--- config.mk ---
export PLATFORM = sky130hd
export DESIGN_NAME = nested_int_ctrl
export DESIGN_NICKNAME = d
export VERILOG_FILES = /design/src/rtl/nested_int_ctrl.sv
export SDC_FILE = /design/constraint.sdc
export NUM_CORES = 1
export LEC_CHECK = 0
export CORE_MARGIN = 4
export CORE_UTILIZATION = 35
export DETAILED_ROUTE_END_ITERATION = 12
export PLACE_DENSITY = 0.8
export SLEW_MARGIN = 10
export SYNTH_ARGS = -nofsm -noshare
export SYNTH_HDL_FRONTEND = slang
export SYNTH_SLANG_ARGS = --single-unit
--- constraint.sdc ---
create_clock -name clk -period 2.35 [get_ports clk]
set_input_delay 0.3525 -clock clk [delete_from_list [all_inputs] [get_ports clk]]
set_output_delay 0.3525 -clock clk [all_outputs]
set_load 0.02 [all_outputs]
--- src/rtl/nested_int_ctrl.sv ---
// Nested interrupt controller: edge-detected pending latch, fixed-priority arbitration
// (higher index wins), req/ack handshake to the pipeline and an in-service nesting stack.
module nested_int_ctrl #(
  parameter int                N_CH        = 3,
  parameter int                ADDR_W      = 32,
  parameter logic [ADDR_W-1:0] VEC_BASE    = 'h0000_1000,
  parameter logic [ADDR_W-1:0] VEC_STRIDE  = 'h0000_0010,
  parameter bit                PREEMPT_REQ = 1'b1,
  localparam int               ID_W        = $clog2(N_CH),
  localparam int               DEPTH_W     = $clog2(N_CH + 1)
) (
  input  logic               clk,
  input  logic               rst,
  input  logic [N_CH-1:0]    irq_in,
  input  logic [N_CH-1:0]    irq_mask,
  input  logic               global_en,
  input  logic               hold,
  input  logic               int_ack,
  input  logic               eret,
  output logic               int_req,
  output logic [ID_W-1:0]    int_id,
  output logic [ADDR_W-1:0]  int_vec,
  output logic [N_CH-1:0]    pending,
  output logic [N_CH-1:0]    in_service,
  output logic [DEPTH_W-1:0] nest_depth
);

  typedef enum logic {S_IDLE, S_REQ} state_t;

  state_t              state;
  logic [N_CH-1:0]     irq_prev;
  logic [N_CH-1:0]     eligible;
  logic [N_CH-1:0]     top_mask;
  logic [N_CH-1:0]     ack_mask;
  logic [ID_W-1:0]     winner;
  logic                any_eligible;
  logic                ack;
  logic [DEPTH_W-1:0]  depth;

  // Only channels strictly above the highest in-service channel may nest.
  always_comb begin
    // NOTE: every combinational output gets a default first so no path can infer a latch.
    eligible     = '0;
    top_mask     = '0;
    winner       = '0;
    any_eligible = 1'b0;
    depth        = '0;
    for (int i = 0; i < N_CH; i++) begin
      if ((in_service >> i) == '0) eligible[i] = pending[i] & irq_mask[i];
      if (eligible[i]) begin
        winner       = ID_W'(i);
        any_eligible = 1'b1;
      end
      if (in_service[i]) top_mask = N_CH'(1) << i;
      depth = depth + DEPTH_W'(in_service[i]);
    end
  end

  assign ack        = (state == S_REQ) & int_ack;
  assign ack_mask   = ack ? (N_CH'(1) << int_id) : '0;
  assign int_req    = (state == S_REQ);
  assign int_vec    = VEC_BASE + ADDR_W'(int_id) * VEC_STRIDE;
  assign nest_depth = depth;

  always_ff @(posedge clk) begin
    // NOTE: sequential state uses non-blocking assignments so every flop samples pre-edge values.
    if (rst) begin
      state      <= S_IDLE;
      int_id     <= '0;
      irq_prev   <= '0;
      pending    <= '0;
      in_service <= '0;
    end else begin
      irq_prev   <= irq_in;
      // A fresh edge beats the ack clear, so an event arriving during acknowledgement survives.
      pending    <= (pending & ~ack_mask) | (irq_in & ~irq_prev);
      in_service <= (in_service & ~(eret ? top_mask : '0)) | ack_mask;
      case (state)
        S_IDLE: begin
          if (global_en && !hold && any_eligible) begin
            state  <= S_REQ;
            int_id <= winner;
          end
        end
        S_REQ: begin
          if (int_ack) state <= S_IDLE;
          else if (PREEMPT_REQ && any_eligible && (winner > int_id)) int_id <= winner;
        end
        default: state <= S_IDLE;
      endcase
    end
  end

endmodule

# Yosys cells after proc, flatten, opt, wreduce, memory -nomap -nowiden
# Cells that the tools add are included.
op_classes:
  shift: 1
  n_mux: 20
  n_addsub: 3
  mul: 0
  div_mod_pow: 0
  order_cmp: 1
  eq_ne: 3
  reduce_logical: 8
  bitwise: 13
op_table:
  columns: ["cell", "n"]
  rows:
  - ["13-bit by 6-bit adder with 14-bit output (first input constant)", 1]
  - ["1-bit 2-to-1 mux", 10]
  - ["2-bit 2-to-1 mux", 5]
  - ["3-bit AND", 3]
  - ["3-bit logical NOT", 3]
  - ["3-bit 2-to-1 mux", 3]
  - ["3-bit NOT", 3]
  - ["3-bit bitwise OR", 2]
  - ["1-bit AND", 4]
  - ["2-bit != test (second input constant)", 2]
  - ["2-bit case mux with 2 select lines", 1]
  - ["1-bit logical AND", 3]
  - ["3-bit AND reduction", 1]
  - ["1-bit by 2-bit left shift with 3-bit output (first input constant)", 1]
  - ["1-bit by 1-bit adder with 2-bit output", 1]
  - ["2-bit by 1-bit adder with 2-bit output", 1]
  - ["2-bit > comparator", 1]
  - ["2-bit by 1-bit != test with 1-bit output (second input constant)", 1]
  - ["1-bit case mux with 2 select lines", 1]
  - ["1-bit logical NOT", 1]
  - ["1-bit NOT", 1]
word_totals:
  ram_bits: 0
  latchBits: 0
  inputBits: 12
  register_bits: 12
  wordCells: 54
  mem_count: 0
  output_inout_bits: 43
  rom_bits: 0

# Logic depth before layout (Yosys ltp)
depth:
  ltp_word: 9
  ltp_mapped: 8
  ltp_nobuf: 8

# Worst setup path before layout
# Ideal clock, no wire load.
synth_path:
  kind: "reg-to-reg"
  start: "register pending[2]"
  end: "register int_id[0]"
  slack_ns: 0.422
  arrival_time_ns: 1.794
  synth_period_minus_slack_ns: 1.928
  n_path_buf: 0
  path_stages_with_launch: 8
  required_time_ns: 2.217
  setup_time_ns: 0.133
  path_cell_list: "dfxtp_1 -> nand2_1 -> or2_2 -> nand3_1 -> ha_1 -> a221o_1 -> a22oi_1 -> o32ai_2"
synth_via:
  elab_chain_len: 7
  elab_cells_between_ends: 14
  classes_between: "1 x order compare; 2 x eq/ne; 7 x mux; 1 x bitwise; 3 x reduce/logical"
synth_rtl:
  columns: ["element", "line", "source"]
  rows:
  - ["from (decl)", "23", "output logic [N_CH-1:0] pending,"]
  - ["from (signal assigned)", "76", "pending <= (pending & ~ack_mask) | (irq_in & ~irq_prev);"]
  - ["1-bit AND *", "49", "if ((in_service >> i) == '0) eligible[i] = pending[i] & irq_mask[i];"]
  - ["1-bit 2-to-1 mux *", "49", null]
  - ["2-bit 2-to-1 mux", "50", "if (eligible[i]) begin"]
  - ["2-bit > comparator", "87", "else if (PREEMPT_REQ && any_eligible && (winner > int_id)) int_id <= winner;"]
  - ["1-bit logical AND", "87", null]
  - ["2-bit by 1-bit != test with 1-bit output (no source line)", null, null]
  - ["3-bit AND reduction (no source line)", null, null]
  - ["to (signal assigned)", "82", "int_id <= winner;"]
  - ["to (signal assigned)", "87", null]
  - ["to (decl)", "21", "output logic [ID_W-1:0] int_id,"]
# Mark *: on every way between the ends. The rest lies on a longest branch, timed or not. The select of a mux whose other input is x is not followed.
# A chain may end at the register's enable or synchronous reset.

# Final worst setup path
layout_path:
  start: "input port irq_mask[2]"
  end: "register int_id[0]"
layout_via:
  elab_chain_len: 7
  elab_cells_between_ends: 14
  classes_between: "1 x order compare; 2 x eq/ne; 7 x mux; 1 x bitwise; 3 x reduce/logical"
layout_rtl:
  columns: ["element", "line", "source"]
  rows:
  - ["from (decl)", "15", "input logic [N_CH-1:0] irq_mask,"]
  - ["1-bit AND *", "49", null]
  - ["1-bit 2-to-1 mux *", "49", null]
  - ["2-bit 2-to-1 mux", "50", null]
  - ["2-bit > comparator", "87", null]
  - ["1-bit logical AND", "87", null]
  - ["2-bit by 1-bit != test with 1-bit output (no source line)", null, null]
  - ["3-bit AND reduction (no source line)", null, null]
# Marked as above.

==> metrics <==
status complete, no violations; first-pass GRT wire length 2300 microns; post-route cell area 972 sq um; FFs w/ async S/R, synth 0%; Post-CTS Hold Buffers 0; max-cap violation count 0; cell-internal power 315 uW; Wirelength per Cell 10.8 microns; Hold Path Class flip-flop to flip-flop; total global routing overflow 0; Sw Share 32.0%; port buffer count 24; Vias 624; worst path bufs/invs 1; antenna-violating nets left 0; clock root buffer master clkbuf_4; min Tclk post-route 2.14 ns; die footprint 3130 sq um; Starting Density 36.4%; drt via density 4.22; crit-path cells clkdlybuf4s50_1 > nand2_1 > or2_2 > nand3_1 > ha_1 > a221o_1 > a22oi_1 > o32ai_2; die height 56.0 microns; Clock Pin Slew Worst Setup and Hold Paths 0.08 ns; Clock Tree Buf Depth 2; synthesis-stage register bit count 12; vias in the first global route 550; Worst setup SP type input port; CTS Sinks 12; Worst-Skew Late Latency 0.27 ns; Clk pwr share 26.9%; FP Rows 17; CP Class input port to flip-flop; Fill cells 221; number of synthesized flops with an enable pin 0; Die W 56.0 microns; largest net degree at the start of global routing 9; ant diodes 0; Layout Cells excl Fill 148; Total GRT Usage 8.99%; Hold EP pending[0]; CTS tree yes; crit path DAT 2.28 ns; TritonCTS Buffers 3; Clock Skews 0.00576 ns; Clock H-tree levels 1; final HPWL from detailed placement 1330 microns; router iterations before antenna repair 4; # Post-CTS Setup Buffers 0; Leak 0.429 nW; fin. max-slew vios 0; upper clock frequency limit 468 MHz; combinational share of power 26.0%; Routed Wire Length 1600 microns; unrepaired setup endpoints after global routing no; sw power 148 uW; Placer Congestion 0.768; CP Max Fanout 4; Worst EP required 2.50 ns; Power Density 476 nW/um^2; cells after synthesis 97; Crit-path slowest cell clkdlybuf4s50_1; initial antenna violation count 0; mapped cell area 806 sq um; Power Total 463 uW; setup violators final 0; DR iter-0 viols 7; Avg Cell Area, Syn 8.31 sq um; number of synthesis warnings 0; Final Hold Fails 0; multi-input gate area in the final layout 412 sq um; drt drc 0; Largest stage delay, worst path 0.46 ns; delay-heaviest family, CP compound AO/OA/AOI/OAI gates; hold path start irq_prev[0]; sum of negative setup slack 0 ns; area grow syn2layout 20.7%; placed insts 145; period utilization 90.9%; Seq pwr share 47.2%; Max VDD drop 0.000324 V; crit end category flip-flop; Core ar. 2210 sq um; share of cells above drive strength 1 5.83%; post-synthesis sequential area ratio 29.8%; Boundary Pins 55; setup slack, reg-to-reg 0.38 ns; Post-CTS Resized 0; Area after DPL 950 sq um; FF-to-FF path depth 7; Seq. cell area 240 sq um; hold path depth 2; top_reg_cell synth dfxtp_1; nets 137; FF-to-FF End int_id[0]; library cells used by synthesis 27; RR Startpoint pending[2]; post-layout util 43.9%; Critical Path Source irq_mask[2]
## area by class of cell
type | instances | share of cell area, %
tap | 28 | 3.60
inverter | 4 | 1.54
timing repair buffer | 25 | 25.5
multi-input combinational | 76 | 42.3
sequential | 12 | 24.7
clock buffer | 3 | 2.32
## cells in the mapped netlist, drive strengths merged, types with 4 or more instances
library cell   n  area share (%)
buf           33              30
inv            4             1.9
a21oi          7             4.3
nand2          5             2.3
nor2b          5             3.9
nor2           5             2.3
dfxtp         12              30
nand2b         5             3.9
## cell families (layout without fill, tap and decap cells)
logic type / after synthesis / in the layout / synth area share, %
compound gates: 14 / 14 / 11.8
fa+ha+maj: 3 / 3 / 5.59
buf+inv: 37 / 32 / 32.1
flops: 12 / 12 / 29.8
other cells: 2 / 30 / 0.932
simple gates: 29 / 29 / 19.7
## state kept, by name, summed over array words and instances (netlist names)
register    cells
int_id          2
in_service      3
irq_prev        3
int_req         1
pending         3
## cells in the final DEF (no fill, tap or decap), types with 2 or more instances in the layout
cell type / n
or3_1: 2
nor2b_1: 5
dfxtp_1: 12
conb_1: 30
nand2_1: 5
nand2b_1: 5
inv_1: 4
nor2_1: 5
clkbuf_4: 3
clkdlybuf4s50_1: 24
ha_1: 2
a21oi_1: 7
## metrics by stage
stage	worst slack [ns]	hold slack, ns
final	0.215	0.492
after floorplan	0.422	0.424
after global routing	0.155	0.526
after global placement	0.0544	0.471
after CTS	0.234	0.492
after detailed placement	-0.0569	0.482
## how the worst max path moves through the flow
stage,cells past startpoint,to
2_1_floorplan,7,int_id[0]
3_3_place_gp,8,int_id[0]
3_5_place_dp,8,int_id[0]
4_1_cts,8,int_id[0]
5_1_grt,8,int_id[0]
6_report,8,int_id[0]
## tightest hold or removal path, cell delays in order, from the launching register on
cell      delay, ns
dfxtp_1        0.31
nand2b_1       0.09
a21oi_1        0.05
## power by group through the flow
stage / clock network, mW / registers (mW) / logic, mW
floorplan: 0 / 0.229 / 0.110
global placement: 0 / 0.222 / 0.116
detailed placement: 0 / 0.223 / 0.119
CTS: 0.127 / 0.218 / 0.119
global route: 0.132 / 0.219 / 0.128
finish: 0.124 / 0.218 / 0.120
## layer usage
metal	vias up	global-route usage, %	share of wire [%]
met5	-	0	0
li1	300	-	-
met1	286	8.86	38
met3	0	3.48	12
met2	38	17.4	50
met4	0	2.03	0
Note: power is estimated with default switching activity, not from simulation.
